**src/rtl/qbert_pkg.sv**
```systemverilog
// Shared types and constants for the red-ball spawn scheduler.
package qbert_pkg;

    typedef enum logic [1:0] {
        SC_IDLE   = 2'd0,
        SC_WAIT   = 2'd1,
        SC_LAUNCH = 2'd2,
        SC_ACTIVE = 2'd3
    } brsched_state_t;

    localparam logic [15:0] LFSR_MASK = 16'hB400;

endpackage

```
**src/rtl/br_lfsr.sv**
```systemverilog
// Free-running 16-bit Galois LFSR (mask LFSR_MASK), one shift per clk cycle.
// Output is the register itself; no enable, no backpressure.
module br_lfsr
    import qbert_pkg::*;
#(
    parameter logic [15:0] SEED = 16'hACE1
) (
    input  logic        clk,
    input  logic        reset,
    output logic [15:0] q
);

    always_ff @(posedge clk or negedge reset) begin
        if (!reset) begin
            q <= SEED;
        end else begin
            q <= {1'b0, q[15:1]} ^ (q[0] ? LFSR_MASK : 16'h0000);
        end
    end

endmodule

```
**src/rtl/boule_rouge_sched.sv**
```systemverilog
// Red-ball spawn scheduler; BR_DIFFICULTY_EN compiles in the shrinking-delay ramp.
// Launch cur_delay*TICK_DIV+1 cycles after SC_WAIT entry; e_enable_br holds until br_end drops.
module boule_rouge_sched
    import qbert_pkg::*;
#(
    parameter int          TICK_DIV    = 50000,
    parameter int          SPAWN_DELAY = 3000,
    parameter int          MIN_DELAY   = 1000,
    parameter int          DELAY_STEP  = 250,
    parameter logic [15:0] LFSR_SEED   = 16'hACE1
) (
    input  logic        clk,
    input  logic        reset,
    input  logic        e_start_qb,
    input  logic        e_pause_qb,
    input  logic        e_resume_qb,
    input  logic        KO_qb,
    input  logic        freeze_power,
    input  logic        br_end,
    input  logic [20:0] spawn_xy_l,
    input  logic [20:0] spawn_xy_r,
    output logic        e_enable_br,
    output logic [5:0]  e_move_br,
    output logic [20:0] e_XY0_br,
    output logic [7:0]  spawn_cnt,
    output logic [1:0]  sched_state
);

    localparam int DLY_W = (SPAWN_DELAY > 1) ? $clog2(SPAWN_DELAY + 1) : 1;
    localparam int PS_W  = (TICK_DIV > 1) ? $clog2(TICK_DIV) : 1;
    localparam logic [DLY_W-1:0] DLY_INIT = DLY_W'(SPAWN_DELAY);
    localparam logic [PS_W-1:0]  PS_LAST  = PS_W'(TICK_DIV - 1);

`ifdef BR_DIFFICULTY_EN
    localparam bit RAMP_EN = 1'b1;
`else
    localparam bit RAMP_EN = 1'b0;
`endif

    brsched_state_t   state_q, state_d;
    logic             paused, halt, tick;
    logic             restart, launch, ack, ball_done;
    logic [PS_W-1:0]  prescaler;
    logic [DLY_W-1:0] delay_cnt, cur_delay, ramp_delay;
    logic [15:0]      lfsr;
    logic             unused_lfsr;

    br_lfsr #(.SEED(LFSR_SEED)) u_lfsr (
        .clk   (clk),
        .reset (reset),
        .q     (lfsr)
    );

    assign unused_lfsr = ^lfsr[15:7];
    assign halt        = paused | freeze_power;
    assign tick        = !halt && (prescaler == PS_LAST);
    assign sched_state = state_q;

    always_ff @(posedge clk or negedge reset) begin
        if (!reset) begin
            state_q <= SC_IDLE;
        end else begin
            state_q <= state_d;
        end
    end

    always_comb begin
        state_d = state_q;
        if (restart)        state_d = SC_WAIT;
        else if (launch)    state_d = SC_LAUNCH;
        else if (ack)       state_d = SC_ACTIVE;
        else if (ball_done) state_d = SC_WAIT;
    end

    // Launch ack and end detect ignore halt; only the countdown and launch obey it.
    always_comb begin
        restart   = e_start_qb && (paused || state_q == SC_IDLE);
        launch    = 1'b0;
        ack       = 1'b0;
        ball_done = 1'b0;
        if (!restart) begin
            case (state_q)
                SC_WAIT:   launch    = !halt && !KO_qb && (delay_cnt == '0);
                SC_LAUNCH: ack       = !br_end;
                SC_ACTIVE: ball_done = br_end;
                default:   ;
            endcase
        end
    end

    always_comb begin
        ramp_delay = cur_delay;
        if (RAMP_EN) begin
            if (int'(cur_delay) >= MIN_DELAY + DELAY_STEP) ramp_delay = cur_delay - DLY_W'(DELAY_STEP);
            else                                          ramp_delay = DLY_W'(MIN_DELAY);
        end
    end

    always_ff @(posedge clk or negedge reset) begin
        if (!reset) begin
            paused      <= 1'b0;
            prescaler   <= '0;
            delay_cnt   <= '0;
            cur_delay   <= DLY_INIT;
            e_enable_br <= 1'b0;
            e_move_br   <= '0;
            e_XY0_br    <= '0;
            spawn_cnt   <= '0;
        end else begin
            if (restart)          paused <= 1'b0;
            else if (e_pause_qb)  paused <= 1'b1;
            else if (e_resume_qb) paused <= 1'b0;

            if (restart) begin
                e_enable_br <= 1'b0;
                spawn_cnt   <= '0;
                cur_delay   <= DLY_INIT;
                delay_cnt   <= DLY_INIT;
                prescaler   <= '0;
            end else begin
                case (state_q)
                    SC_IDLE: begin
                        delay_cnt <= cur_delay;
                        prescaler <= '0;
                    end
                    SC_WAIT: begin
                        if (KO_qb) begin
                            delay_cnt <= cur_delay;
                            prescaler <= '0;
                        end else if (!halt) begin
                            prescaler <= tick ? '0 : prescaler + PS_W'(1);
                            if (tick && delay_cnt != '0) delay_cnt <= delay_cnt - DLY_W'(1);
                            if (launch) begin
                                e_move_br   <= lfsr[5:0];
                                e_XY0_br    <= lfsr[6] ? spawn_xy_r : spawn_xy_l;
                                e_enable_br <= 1'b1;
                            end
                        end
                    end
                    SC_LAUNCH: begin
                        if (ack) begin
                            e_enable_br <= 1'b0;
                            if (spawn_cnt != 8'hFF) spawn_cnt <= spawn_cnt + 8'd1;
                        end
                    end
                    SC_ACTIVE: begin
                        if (ball_done) begin
                            cur_delay <= ramp_delay;
                            delay_cnt <= ramp_delay;
                            prescaler <= '0;
                        end
                    end
                    default: ;
                endcase
            end
        end
    end

endmodule

```
**config.mk**
```make
export PLATFORM = sky130hd
export DESIGN_NAME = boule_rouge_sched
export DESIGN_NICKNAME = d
export VERILOG_FILES = /design/src/rtl/qbert_pkg.sv /design/src/rtl/br_lfsr.sv /design/src/rtl/boule_rouge_sched.sv
export SDC_FILE = /design/constraint.sdc
export NUM_CORES = 1
export LEC_CHECK = 0
export BUFFER_PORTS_ARGS = -buffer_cell sky130_fd_sc_hd__buf_2
export CAP_MARGIN = 20
export CELL_PAD_IN_SITES_DETAIL_PLACEMENT = 0
export CELL_PAD_IN_SITES_GLOBAL_PLACEMENT = 1
export CORE_ASPECT_RATIO = 1.75
export CORE_UTILIZATION = 38
export CTS_CLUSTER_DIAMETER = 80
export DETAILED_ROUTE_END_ITERATION = 8
export PLACE_DENSITY = 0.8
export REMOVE_ABC_BUFFERS = 1
export SLEW_MARGIN = 20
export SYNTH_ARGS = -nofsm -noshare
export SYNTH_HDL_FRONTEND = slang
export SYNTH_SLANG_ARGS = --single-unit
```
**constraint.sdc**
```tcl
create_clock -name clk -period 2 [get_ports clk]
set_input_delay 0 -clock clk [delete_from_list [all_inputs] [get_ports clk]]
set_output_delay 0 -clock clk [all_outputs]
set_load 0.1 [all_outputs]
```
======== Word-level counts from Yosys, hierarchy flattened ========
Index checks and enable logic that the tools add are counted.
storage, ports and cells
  register bits after elaboration ......... 83
  bits in latches ......................... 0
  bits in writable memories ............... 0
  ROM bits ................................ 0
  bits of input ports ..................... 50
  output and inout bits ................... 38
  word-level logic and storage cells ...... 90
  memories kept ........................... 0
cells by class
  add/sub/neg operators ................... 3
  multiply operators ...................... 0
  divide/modulo/power cells ............... 0
  $lt $le $gt $ge ......................... 0
  eq/ne operators ......................... 12
  shifts and indexed selects .............. 0
  multiplexer cells ....................... 37
  bitwise gates (word level) .............. 5
  reduce and logical (&&, ||, !) cells .... 24
operators with widths
  kind                     count
  $mux W16                 6
  $mux W12                 5
  $pmux W16 S3             1
  $pmux W12 S3             1
  $mux W8                  4
  $mux W21                 1
  $add A16 B1 Y16 const B  1
  $eq A16 B16 Y1 const B   1
  $xor A15 B16 Y16         1
  $ne A3 B3 Y1 const B     5
  $mux W1                  14
  $logic_not A12 Y1        1
  $reduce_bool A12 Y1      1
  $sub A12 B1 Y12 const B  1
  $reduce_and A5 Y1        2
  $add A8 B1 Y8 const B    1
  $mux W2                  4
  $ne A4 B4 Y1 const B     2
  $ne A8 B8 Y1 const B     1
  $reduce_bool A4 Y1       2
  $reduce_and A3 Y1        2
  $reduce_bool A2 Y1       3
  $reduce_bool A3 Y1       2
  $logic_and A1 B1 Y1      5
  9 further kinds          14

======== Longest topological paths before layout ========
  depth after elaboration ................. 11
  depth in mapped cells ................... 8
  mapped depth without buffers ............ 8

======== Hierarchy ========
From an unflattened synthesis, not the netlist that was laid out.
unflattened totals
  cell total of the unflattened synthesis .. 369
  area total of the unflattened synthesis .. 3,985.1 sq um
modules (own cells, without submodules)
  module             times used  cells each  area an instance (sq um)  sequential area each (sq um)
  boule_rouge_sched  1           350         3,548.4                   1,676.6
  br_lfsr            1           19          436.7                     410.4

======== Least setup slack after synthesis ========
Ideal clock, no wire load.
  path type ............................... register to register
  start point ............................. reg state_q[0] (netlist: sched_state[0])
  end point ............................... reg delay_cnt[8]
  setup time .............................. 0.136 ns
  data arrival time ....................... 2.292 ns
  data required time ...................... 1.864 ns
  path slack .............................. -0.428 ns
  stages on the path, launching flop included .. 7
  buffers on the path ..................... 0
  period minus slack after synthesis ...... 2.428 ns
  path through ............................ dfrtp_1 or3b_4 o21ai_1 a22oi_2 and4_4 a21oi_1 o21ai_2
between the ends
  cells in the longest elaborated chain, start to end .. 6
  elaborated cells on any way between the ends .. 14
  those cells by class .................... 5 x eq/ne; 4 x mux; 5 x reduce/logical
RTL lines
  what                                RTL line                                           text
  from (decl)                         boule_rouge_sched.sv:40                            brsched_state_t state_q, state_d;
  from (signal assigned)              boule_rouge_sched.sv:63                            state_q <= state_d;
  $logic_not A2 Y1                    boule_rouge_sched.sv:77, boule_rouge_sched.sv:121
  $logic_or A1 B1 Y1                  boule_rouge_sched.sv:77                            restart = e_start_qb && (paused || state_q == SC_IDLE);
  $logic_and A1 B1 Y1                 boule_rouge_sched.sv:77
  $mux W1                             boule_rouge_sched.sv:81                            if (!restart) begin
  $ne A3 B3 Y1 (no source line)       --
  $reduce_and A4 Y1 (no source line)  --
  to (signal assigned)                boule_rouge_sched.sv:123                           delay_cnt <= cur_delay;
  to (signal assigned)                boule_rouge_sched.sv:128                           delay_cnt <= cur_delay;
  to (signal assigned)                boule_rouge_sched.sv:132                           if (tick && delay_cnt != '0) delay_cnt <= delay_cnt - DLY_W'(1);
  to (decl)                           boule_rouge_sched.sv:44                            logic [DLY_W-1:0] delay_cnt, cur_delay, ramp_delay;
Parallel ways exist; a longest one is shown, timed or not.
A chain may end at the register's enable or synchronous reset.

======== Final worst setup path ========
  start point ............................. reg prescaler[12]
  end point ............................... reg delay_cnt[8]
between the ends
  cells in the longest elaborated chain, start to end .. 5
RTL lines
  what                                RTL line                  text
  from (decl)                         boule_rouge_sched.sv:43   logic [PS_W-1:0] prescaler;
  from (signal assigned)              boule_rouge_sched.sv:131  prescaler <= tick ? '0 : prescaler + PS_W'(1);
  $eq A16 B16 Y1                      boule_rouge_sched.sv:56   assign tick = !halt && (prescaler == PS_LAST);
  $logic_and A1 B1 Y1                 boule_rouge_sched.sv:56
  $logic_and A1 B1 Y1                 boule_rouge_sched.sv:132
  $ne A4 B4 Y1 (no source line)       --
  $reduce_and A4 Y1 (no source line)  --
  to (signal assigned)                boule_rouge_sched.sv:128
  to (signal assigned)                boule_rouge_sched.sv:132
  to (signal assigned)                boule_rouge_sched.sv:149  delay_cnt <= ramp_delay;
Every way passes these cells.

==> results.py <==
metrics = {
    "synth": {
        "ys_dominant_reg_cell": "dfrtp_1",
        "synth-edff-count": 0,
        "synth_seq_cells": 83,
        "synth_async_sr_flop_share_pct": 100.0,
        "netlist-cell-type-count": 53,
        "synth.largest_area_cell": "dfrtp_1",
        "post-synth-top-count-cell": "dfrtp_1",
        "post_synthesis_area_per_instance_um2": 10.98,
        "synth_common_cells": "dfrtp_1 (75), nand2_1 (43), nor2_1 (34)",
        "synth_top_cells_by_area": "dfrtp_1 (49%), mux2i_1 (5.8%), dfstp_2 (5.5%)",
        "syn_inst": 346,
        "synthesis.yosys.warnings": 0,
        "syn_area_um2": 3799,
        "yosysSeqAreaShare_pct": 54.94,
        "netlist.area_leader.share_pct": 49.41,
    },
    "setup_path": {
        "crit_chain": "nor4_2 > nand4b_1 > o31ai_4 > buf_6 > and4_4 > and3_4 > o21ai_2",
        "rrSetupSlack_ps": 20,
        "cp_max_fo": 4,
        "crit_path_end_kind": "flop",
        "worst_path_largest_cell_delay_ps": 390,
        "critical-path-top-delay-family": "simple AND/OR/NAND/NOR gates",
        "crit_path_top_delay_cell": "dfrtp_1",
        "critical_path_buf_inv_count": 1,
        "crit_type": "flop to flop",
        "setup.worst_path.start_class": "flop",
        "required_ps": 2210,
        "worst_ep_arrival_time_ps": 2190,
    },
    "die": {
        "die-width_um": 77.58,
        "placeableCoreArea_um2": 9585,
        "boundaryPins": 88,
        "floorplan.rows": 47,
        "floorplan.initialDensity_pct": 39.63,
        "die_y_um": 134.3,
        "die-area_um2": 10420,
    },
    "finish": {
        "drive_above_1_share_pct": 34.92,
        "post-route-util_pct": 56.79,
        "design.final.nets": 573,
        "fin_area_um2": 5444,
        "n_antenna_cell": 0,
        "area_growth_pct": 43.31,
    },
    "detailed_routing": {
        "route.final.wire_length_mm": 9.020,
        "route.met2.wl_mm": 4.796,
        "first_iter_violations": 182,
        "met3_length_um": 388,
        "highest_metal_layer_with_signal_wires": "met4",
        "vias_per_cell": 4.974,
        "routed-via-count": 3213,
        "wl_met1_mm": 3.594,
        "drc_errors": 0,
        "route.antenna.remaining_nets": 0,
        "route.detailed.wl_per_inst_um": 13.96,
        "initial_drt_pass_iterations": 4,
    },
    "timing": {
        "whs_ps": 47.44,
        "slew_viol_final": 0,
        "relSlewSlack_pct": 67.13,
        "final.setup_skew_ps": 5.231,
        "unrepaired_setup_endpoints_after_global_routing": "true",
        "max_clock_freq_mhz": 505.4,
        "tightest_slew_ps": 496.4,
        "min_period_over_period_pct": 98.94,
        "finalSetupViolations": 0,
        "min_period_ps": 1979,
        "finalHoldViolations": 0,
    },
    "power_and_ir_drop": {
        "netSwitchingPower_mw": 0.8917,
        "p_clk_share_pct": 39.2,
        "power.share.combinational_pct": 12.9,
        "worst_ir_drop_vdd_mv": 0.5773,
        "power.internal_mw": 2.799,
        "sequential_fraction_of_design_power_pct": 48.0,
        "power.share.switching_pct": 24.16,
        "p_leak_nw": 2.529,
        "total_power_mw": 3.691,
        "power-per-cell-area_nw_per_um2": 678.0,
    },
    "run": {
        "maxCapViolCount": 0,
    },
    "min_path": {
        "hold_path_class": "input port to flop",
    },
    "cts": {
        "clock_sinks": 83,
        "htree_levels": 3,
        "clk_transition_reported_paths_ps": 60,
        "cts_max_path_buffers": 2,
        "clk_root_buffer_cell": "clkbuf_16",
        "tritoncts.num_buffers": 9,
        "tritoncts": "yes",
        "clkLatencyLatePin_ps": 330,
    },
    "placed_design": {
        "final_weighted_congestion_in_routability_driven_placement": 0.7701,
        "buffer_ports.inserted": 87,
        "dp_hpwl_mm": 5.863,
        "dpl_cell_area_um2": 4562,
    },
    "global_routing": {
        "global_route_wire_length_before_repair_mm": 14.70,
        "grt_antenna_before_repair": 0,
        "via_count_of_the_first_global_routing_pass": 3233,
        "grt.total_usage_pct": 17.97,
        "grt_overflow": 0,
        "grt_start_max_net_pins": 81,
    },
    "run_status": {
        "outcome": "finished, final reports clean",
    },
}
metrics by stage:
stage                     setup slack (ps)  cells  TNS [ps]
final                                21.30    646         0
after global routing                -98.29    646    -691.6
after CTS                            5.464    633         0
after detailed placement            -7.372    571    -10.08
after global placement               40.41    571         0
after floorplan                     -544.6    333    -22160
path summary, 6_finish.rpt:
kind | end | cells after the start | start
setup / recovery | delay_cnt[8]$_DFFE_PN0P_ | 7 | prescaler[12]$_DFFE_PN0P_
hold / removal | sched_state[0]$_DFFE_PN0P_ | 3 | br_end
setup reg to reg | delay_cnt[8]$_DFFE_PN0P_ | 7 | prescaler[12]$_DFFE_PN0P_
hold reg to reg | u_lfsr.q[6]$_DFF_PN1_ | 0 | u_lfsr.q[7]$_DFF_PN1_
max in group asynchronous | prescaler[4]$_DFFE_PN0P_ | 3 | reset
min in group asynchronous | prescaler[13]$_DFFE_PN0P_ | 3 | reset
worst reg2reg max path: stages (launching register included):
cell	delay (ps)
dfrtp_1	390
nor4_2	300
nand4b_1	220
o31ai_4	330
buf_6	160
and4_4	240
and3_4	190
o21ai_2	50
layer usage:
layer  vias to the layer above  GRT usage [%]
met3                        21          4.558
met1                      1544          19.61
met4                         0          7.966
met2                       100          32.30
li1                       1548              -
met5                         -              0
final cells by class:
| cell class | count | area [um^2] |
|---|---|---|
| fill | 819 | 4141 |
| sequential | 83 | 2092 |
| timing repair buffer | 174 | 1240 |
| tap | 122 | 152.6 |
| multi-input combinational | 248 | 1685 |
| clock buffer | 11 | 232.7 |
| clock inverter | 5 | 30.03 |
| inverter | 3 | 11.26 |
cells in the final DEF, fill, tap and decap left out, types with 4 or more instances in the layout:
master | synthesis | final
nor2_1 | 34 | 33
o21ai_1 | 9 | 8
nand2_1 | 43 | 43
mux2_2 | 5 | 5
buf_4 | 1 | 36
dfrtp_1 | 75 | 74
buf_2 | 2 | 87
o21ai_0 | 28 | 28
xor2_1 | 19 | 19
xnor2_1 | 7 | 7
nand4_1 | 8 | 8
nand3_1 | 13 | 13
dlygate4sd3_1 | 0 | 46
ha_1 | 4 | 4
mux2i_1 | 22 | 22
a21oi_1 | 5 | 4
clkbuf_16 | 0 | 9
nor2b_1 | 5 | 4
dfstp_2 | 8 | 7
logic make-up after synthesis:
kind of cell    share of synthesized area (%)
fa+ha+maj                               1.318
buf+inv                                 2.141
xor+xnor                                5.995
mux                                     7.576
compound gates                          10.31
flops                                   54.94
simple gates                            17.72
power groups by stage:
stage	Sequential [mW]	Clock, mW	Combinational [mW]
final	1.77	1.45	0.475
after global routing	1.78	1.56	0.525
after CTS	1.77	1.50	0.437
after detailed placement	1.80	0	0.364
after global placement	1.80	0	0.355
after floorplan	1.79	0	0.180
registers in the layout (all words and copies together) (netlist names):
| signal | flops |
|---|---|
| paused | 1 |
| delay_cnt | 12 |
| e_enable_br | 1 |
| e_move_br | 6 |
| prescaler | 16 |
| e_XY0_br | 21 |
| u_lfsr.q | 16 |
| spawn_cnt | 8 |
| sched_state | 2 |
what timing repair did:
action                                 in CTS  in global routing
pin swaps                                   0                  9
gates cloned                                0                  2
endpoints found under the hold margin      97                  0
setup buffers                               0                 11
hold buffers                               46                  0
gates resized for setup                     1                 15
setup endpoints to repair                   3                 45
(Power assumes the default switching activity.)
